`config.mk`:
```
export PLATFORM = sky130hd
export DESIGN_NAME = ysyx_23060203_fetch_queue
export DESIGN_NICKNAME = d
export VERILOG_FILES = /design/src/rtl/ysyx_23060203_pkg.sv /design/src/rtl/ysyx_23060203_sync_fifo.sv /design/src/rtl/ysyx_23060203_fetch_queue.sv
export SDC_FILE = /design/constraint.sdc
export NUM_CORES = 1
export LEC_CHECK = 0
export ABC_CLOCK_PERIOD_IN_PS = 10900
export CORE_UTILIZATION = 35
export CTS_CLUSTER_SIZE = 24
export DETAILED_ROUTE_END_ITERATION = 10
export PLACE_DENSITY = 0.57
export SETUP_SLACK_MARGIN = 0.02
export SLEW_MARGIN = 20
export SYNTH_ARGS = -nofsm -noshare
export SYNTH_HDL_FRONTEND = slang
export SYNTH_HIERARCHICAL = 1
export SYNTH_SLANG_ARGS = --single-unit
```
`constraint.sdc`:
```
create_clock -name clock -period 10.9 [get_ports clock]
set_input_delay 1.09 -clock clock [delete_from_list [all_inputs] [get_ports clock]]
set_output_delay 1.09 -clock clock [all_outputs]
set_load 0.02 [all_outputs]
```
`src/rtl/ysyx_23060203_pkg.sv`:
```
// ---------------------------------------------------------------------------
// ysyx_23060203_pkg
//   Shared types and constants for the ysyx_23060203 core front end.
//   - RESET_PC      : fetch PC loaded when reset is asserted.
//   - FETCH_DEPTH   : default number of fetch queue entries.
//   - fetch_entry_t : one fetched instruction together with its PC.
// ---------------------------------------------------------------------------
package ysyx_23060203_pkg;

    localparam logic [31:0] RESET_PC    = 32'h3000_0000;
    localparam int          FETCH_DEPTH = 4;

    typedef struct packed {
        logic [31:0] pc;
        logic [31:0] inst;
    } fetch_entry_t;

endpackage

```
`src/rtl/ysyx_23060203_sync_fifo.sv`:
```
// ---------------------------------------------------------------------------
// ysyx_23060203_sync_fifo
//   Generic single-clock FIFO with a synchronous flush. Used by the fetch
//   queue and by the LSU store buffer.
//   Parameters: DEPTH (power of two, >= 2), T (entry type).
//   Ports:
//     clock, reset  in   clock, synchronous active-high reset
//     push          in   write data at the tail (ignored when full)
//     pop           in   drop the head entry (ignored when empty)
//     flush         in   discard all entries; overrides push and pop
//     data          in   entry written on push
//     full, empty   out  occupancy flags
//     head          out  oldest entry; don't-care when empty
// ---------------------------------------------------------------------------
module ysyx_23060203_sync_fifo #(
    parameter int  DEPTH = 4,
    parameter type T     = logic [31:0]
) (
    input  logic clock,
    input  logic reset,
    input  logic push,
    input  logic pop,
    input  logic flush,
    input  T     data,
    output logic full,
    output logic empty,
    output T     head
);

    localparam int PW = $clog2(DEPTH);
    localparam int CW = PW + 1;

    logic [PW-1:0] rd_ptr;
    logic [PW-1:0] wr_ptr;
    logic [CW-1:0] count;
    T              mem [DEPTH];

    logic do_push;
    logic do_pop;

    assign full    = (count == CW'(DEPTH));
    assign empty   = (count == '0);
    assign do_push = push & ~full  & ~flush;
    assign do_pop  = pop  & ~empty & ~flush;
    assign head    = mem[rd_ptr];

    // NOTE: sequential state uses non-blocking assignments so every register
    // samples the pre-edge values, independent of process ordering.
    always_ff @(posedge clock) begin
        if (reset || flush) begin
            rd_ptr <= '0;
            wr_ptr <= '0;
            count  <= '0;
        end else begin
            if (do_push) wr_ptr <= wr_ptr + 1'b1;
            if (do_pop)  rd_ptr <= rd_ptr + 1'b1;
            unique case ({do_push, do_pop})
                2'b10:   count <= count + 1'b1;
                2'b01:   count <= count - 1'b1;
                default: count <= count;
            endcase
        end
    end

    // NOTE: storage is deliberately not reset; count/pointers alone decide
    // which slots are live, so this maps onto plain RAM/flops without reset.
    always_ff @(posedge clock) begin
        if (do_push && !reset) begin
            mem[wr_ptr] <= data;
        end
    end

endmodule

```
`src/rtl/ysyx_23060203_fetch_queue.sv`:
```
// ---------------------------------------------------------------------------
// ysyx_23060203_fetch_queue
//   Fetch front end ahead of the ICache. Owns the fetch PC, enqueues
//   {pc, inst} on every cache hit and hands queued instructions to the IDU.
//   Redirects (branch/jump/trap/fence.i) flush the queue and reload the PC.
//   Ports:
//     clock, reset     in   clock, synchronous active-high reset
//     redirect_valid   in   redirect request from EXU/WBU
//     redirect_pc      in   new fetch PC (bits [1:0] ignored)
//     fencei           in   fence.i commit, qualified by redirect_valid
//     icache_fencei    out  ICache invalidate
//     icache_addr      out  lookup address (the fetch PC register)
//     icache_hit       in   lookup hit, same cycle
//     icache_inst      in   instruction word on hit
//     out_valid        out  queue head valid
//     out_ready        in   IDU accepts the head
//     out_pc, out_inst out  head entry
// ---------------------------------------------------------------------------
module ysyx_23060203_fetch_queue
    import ysyx_23060203_pkg::*;
#(
    parameter int          DEPTH    = FETCH_DEPTH,
    parameter logic [31:0] RESET_PC = ysyx_23060203_pkg::RESET_PC
) (
    input  logic        clock,
    input  logic        reset,
    input  logic        redirect_valid,
    input  logic [31:0] redirect_pc,
    input  logic        fencei,
    output logic        icache_fencei,
    output logic [31:0] icache_addr,
    input  logic        icache_hit,
    input  logic [31:0] icache_inst,
    output logic        out_valid,
    input  logic        out_ready,
    output logic [31:0] out_pc,
    output logic [31:0] out_inst
);

    logic [31:0]  pc;
    logic         push;
    logic         pop;
    logic         full;
    logic         empty;
    fetch_entry_t wr_entry;
    fetch_entry_t head;

    // Instructions are word aligned, so the low redirect bits carry nothing.
    logic unused_redirect_lsbs;
    assign unused_redirect_lsbs = ^redirect_pc[1:0];

    // A redirect wins over everything: the queued entries belong to the old
    // path, so neither a push nor a pop may happen in that cycle.
    assign push = icache_hit & ~full & ~redirect_valid;
    assign pop  = out_valid & out_ready & ~redirect_valid;

    assign icache_fencei = fencei & redirect_valid;
    assign icache_addr   = pc;
    assign wr_entry      = '{pc: pc, inst: icache_inst};

    assign out_valid = ~empty;
    assign out_pc    = head.pc;
    assign out_inst  = head.inst;

    // pc + 4 wraps naturally at 2^32.
    always_ff @(posedge clock) begin
        if (reset) begin
            pc <= RESET_PC;
        end else if (redirect_valid) begin
            pc <= {redirect_pc[31:2], 2'b00};
        end else if (push) begin
            pc <= pc + 32'd4;
        end
    end

    ysyx_23060203_sync_fifo #(
        .DEPTH (DEPTH),
        .T     (fetch_entry_t)
    ) u_queue (
        .clock (clock),
        .reset (reset),
        .push  (push),
        .pop   (pop),
        .flush (redirect_valid),
        .data  (wr_entry),
        .full  (full),
        .empty (empty),
        .head  (head)
    );

endmodule

```
* After elaboration in Yosys (flattened, before gate mapping) *
Memories as Yosys holds them, arrays and structs flattened. A register that Yosys moved wholly into a read port is not among the register bits.
Cells that the tools add are included.

storage, ports and cells
  bits of input ports = 70
  register bits = 39
  memories = 1
  output and inout port bits = 98
  word-level logic and storage cells = 40
  RAM bits = 256

memory list
  name         words  bits a word  rd ports  clocked after Yosys merged registers in  wr ports  line                           text
  u_queue.mem  4      64           1         1                                        1         ysyx_23060203_sync_fifo.sv:36  T mem [DEPTH];

operators by class
  bitwise operators = 12
  mux-type cells = 7
  eq/ne operators = 3
  add/subtract/negate cells = 5
  reductions and logical operators = 7

operator list
  operator               count
  $mux 32                2
  $add 32x3->32 const B  1
  $and 1x1->1            9
  $pmux 3 s2             1
  $add 2x1->2 const B    2
  $mux 2                 2
  $reduce_bool 2->1      2
  $add 3x1->3 const B    1
  $eq 3x3->1 const B     1
  $logic_not 3->1        1
  $not 1->1              3
  $sub 3x1->3 const B    1
  $eq 2x1->1 const B     1
  $eq 2x2->1 const B     1
  $mux 1                 2
  $reduce_or 2->1        1
  $logic_and 1x1->1      1
  $logic_not 1->1        1
  $logic_or 1x1->1       1

* Logic depth before layout (Yosys ltp) *
  depth after elaboration = 9
  depth in mapped cells = 11
  gate-level depth less buffers = 10

* By module *
The synthesis kept the hierarchy.

modules (own cells, without submodules)
  module                     area each (µm²)  sequential area each (µm²)  cells each  instances
  ysyx_23060203_sync_fifo    9746.8           7867.5                      388         1
  ysyx_23060203_fetch_queue  1890.6           600.6                       232         1

* Least setup slack after synthesis *
No wires, ideal clock.

  path type = in2reg
  start point = input port redirect_valid
  end point = memory u_queue/mem[1][0] (netlist bit) (enable)
  setup time = 0.474 ns
  arrival = 4.645 ns
  stages = 6
  path buffers = 2
  setup slack = 5.780 ns
  data required time = 10.426 ns
  cell sequence = inv_2 buf_1 and2_1 or3b_1 buf_6 nor3b_2

between the ends
  word-level cells in the longest chain between the ends = 7

RTL lines
  element                       line                             text
  start, declared               ysyx_23060203_fetch_queue.sv:27  input logic redirect_valid,
  $not 1->1                     ysyx_23060203_fetch_queue.sv:54  assign push = icache_hit & ~full & ~redirect_valid;
  $and 1x1->1                   ysyx_23060203_fetch_queue.sv:54
  named net push                ysyx_23060203_fetch_queue.sv:41  logic push;
  $and 1x1->1 (2 in a row)      ysyx_23060203_sync_fifo.sv:43    assign do_push = push & ~full & ~flush;
  $logic_and 1x1->1             ysyx_23060203_sync_fifo.sv:68    if (do_push && !reset) begin
  $mux 1                        ysyx_23060203_sync_fifo.sv:68
  $mux 1 (implied by the code)  ysyx_23060203_sync_fifo.sv:69    mem[wr_ptr] <= data;
  end, declared                 ysyx_23060203_sync_fifo.sv:36

The timed path passes the listed nets, and every way through them passes these cells.

==> flow_metrics.tcl <==
set metrics [dict create \
    cap_violations 0 \
    start_util 0.357 \
    finalHoldViolations 0 \
    endpoint_kind "primary output" \
    clock_path_buffers 3 \
    ys_async_sr_fraction 0 \
    final_util 0.455 \
    ys_types 50 \
    r2r_end "u_queue/mem[0][56]" \
    grt-ovfl-total 0 \
    grt_pass1_wl_mm 38.8 \
    syn-instance-count 620 \
    worstPathRequired_ps 9810 \
    synth_area_mm2 0.0116 \
    gp_congestion 0.762 \
    cts-resized-gates 0 \
    cp-start-kind "flip-flop" \
    totalPowerFinal_mw 2.46 \
    rows 66 \
    drc_errors 0 \
    rsz0062_at_grt "no" \
    synth-main-ff-cell "edfxtp_1" \
    postCtsHoldBufs 0 \
    grt.total_usage 0.152 \
    die_x_um 184 \
    synthTopCellsByCount "256 x edfxtp_1, 64 x mux4_2, 39 x dfxtp_1" \
    antenna_found_initial 0 \
    hp-class "flip-flop to flip-flop" \
    yosysTopAreaCellShare 0.661 \
    crit_arrival_ps 3220 \
    crit_end "out_pc[15]" \
    fillers 2832 \
    yosys.cell_count.top_type "edfxtp_1" \
    syn_area_per_cell_um2 18.8 \
    synth-edff-count 256 \
    cp_top_family "buffers and inverters" \
    yosys_warnings 6 \
    post_cts_buffers 0 \
    portBuffers 163 \
    place_hpwl_mm 15.0 \
    maxSlewViolCount 0 \
    synthToLayoutAreaGrowth_pct 27.5 \
    powerDensity_mw_per_mm2 166 \
    num_io_pins 168 \
    die_y_um 184 \
    synth_seq_cells 295 \
    r2r-start "u_queue/count[2]" \
    vias 6414 \
    worst_pin_slew_ps 1060 \
    clock_sinks 295 \
    root_buffer "clkbuf_16" \
    vias_per_cell 5.04 \
    path_buf_inv 2 \
    worstPathCellList "buf_4 -> mux4_2 -> clkdlybuf4s50_1" \
    grt_start_max_net_pins 65 \
    leakage_nw 4.64 \
    core_mm2 0.0326 \
    final.period_utilization 0.395 \
    synth_area_leader_cell "edfxtp_1" \
    synthTopCellsByArea "edfxtp_1 66%, mux4_2 12%, dfxtp_1 6.7%, a311oi_1 0.98%, nor2_1 0.97%" \
    r2r_slack_ps 7390 \
    num_antenna_cells 0 \
    finalWorstPathRequiredPeriod_ps 4310 \
    drive_gt1_frac 0.170 \
    crit_cells 3 \
    outcome "completed" \
    cts_tree "yes" \
    final_cell_area_mm2 0.0148 \
    ant_nets 0 \
    numCtsBuffers 35 \
    clk_pin_slew_ps 60 \
    crit_type "flip-flop to primary output" \
    die-area_mm2 0.0340 \
    cpPeakStageDelay_ps 800 \
    worstPathMaxFanout 43 \
    max_freq_ghz 0.232 \
    nets 884 \
    grt_pass1_vias 6600 \
    clk_latency_ps 510 \
    first_pass_iters 5 \
    irDropWorstVdd_uv 123 \
    ys_seq_area_frac 0.728 \
    ctsHtreeMaxLevel 2 \
    slowest_stage "buf_4" \
    slew_headroom 0.296 \
    place_area_mm2 0.0138 \
    fin_tns_setup_ps 0 \
    routedWlPerCell_um 20.0 \
    routed_wl_mm 25.4 \
    fin_skew_ps 21.1 \
    first_iter_violations 415 \
    setup_viol 0 \
    r2r.worst_path.cells 6 \
]
cell families after synthesis:
kind of cell,count (synthesis),synth area share
mux,69,0.128
compound gates,51,0.0324
simple gates,141,0.0719
other cells,1,0.000322
buf+inv,42,0.0209
xor+xnor,14,0.0105
flops,295,0.728
fa+ha+maj,7,0.00817
how the worst min path moves through the flow:
stage	startpoint	to	slack, ps	cells past startpoint
detailed placement	u_queue/rd_ptr[1]	flip-flop	470	2
global route	u_queue/rd_ptr[1]	flip-flop	520	2
CTS	u_queue/rd_ptr[1]	flip-flop	480	2
floorplan	u_queue/rd_ptr[1]	flip-flop	450	2
finish	u_queue/rd_ptr[0]	flip-flop	480	2
global placement	u_queue/rd_ptr[1]	flip-flop	470	2
metrics by stage:
step | cells | setup WS (ps) | hold WS, ps
after floorplan | 629 | 5780 | 454
after global placement | 1212 | 6250 | 471
after detailed placement | 1212 | 6210 | 466
after CTS | 1272 | 6440 | 479
after global routing | 1272 | 6300 | 515
final | 1272 | 6590 | 483
layout by cell type, fill, tap and decap left out, types with 3 or more instances in the layout:
cell type and count:
clkbuf_1 7, edfxtp_1 256, ha_1 6, nor2_1 30, inv_1 9, mux4_2 64, and4_1 4, a211oi_1 13
xor2_1 10, nand3_1 13, o31ai_1 11, or4_1 14, dfxtp_1 37, nand4_1 8, clkbuf_16 36, a21oi_1 6
nor4_1 4, xnor2_1 4, conb_1 10, and3_1 3, nand2_1 24, nor3b_4 4, clkinv_2 4, or3_1 3
a311oi_1 13, clkinv_1 6, and2_1 3, buf_4 10, clkdlybuf4s50_1 162, nor3_1 8, nor3b_1 4, mux2i_1 5
o21ai_0 5
area by class of cell:
type                            count  area (um2)  share of cell area
Inverter                           10        37.5             0.00253
Timing Repair Buffer              173        1700               0.115
Multi-Input combinational cell    292        2990               0.201
Clock buffer                       44         941              0.0634
Sequential cell                   295        8480               0.571
Clock inverter                     16         143             0.00961
Tap cell                          442         553              0.0373
state kept, by name, indices dropped and copies added (netlist names), named ones only:
signal and count:
u_queue/mem 256, u_queue/count 3, u_queue/wr_ptr 2, icache_addr 30, u_queue/rd_ptr 2
power by group:
part	switching [mW]	internal [mW]	total, mW
combinational	0.0539	0.0557	0.110
sequential	0.0237	1.24	1.27
clock	0.428	0.658	1.09
metal layers:
layer | part of all wire | GRT usage | up-vias
met4 | 0.018 | 0.0383 | 0
met5 | 0 | 0 | -
met3 | 0.059 | 0.0292 | 34
met2 | 0.46 | 0.241 | 208
met1 | 0.46 | 0.214 | 3256
li1 | - | - | 2916
worst register-to-register path: cells and delay by family, from the launching register on:
kind	cells	cell delay (ps)
and+or+nand+nor	5	1950
buffers and inverters	1	790
DFF	1	320
Note: power is estimated with default switching activity, not from simulation.
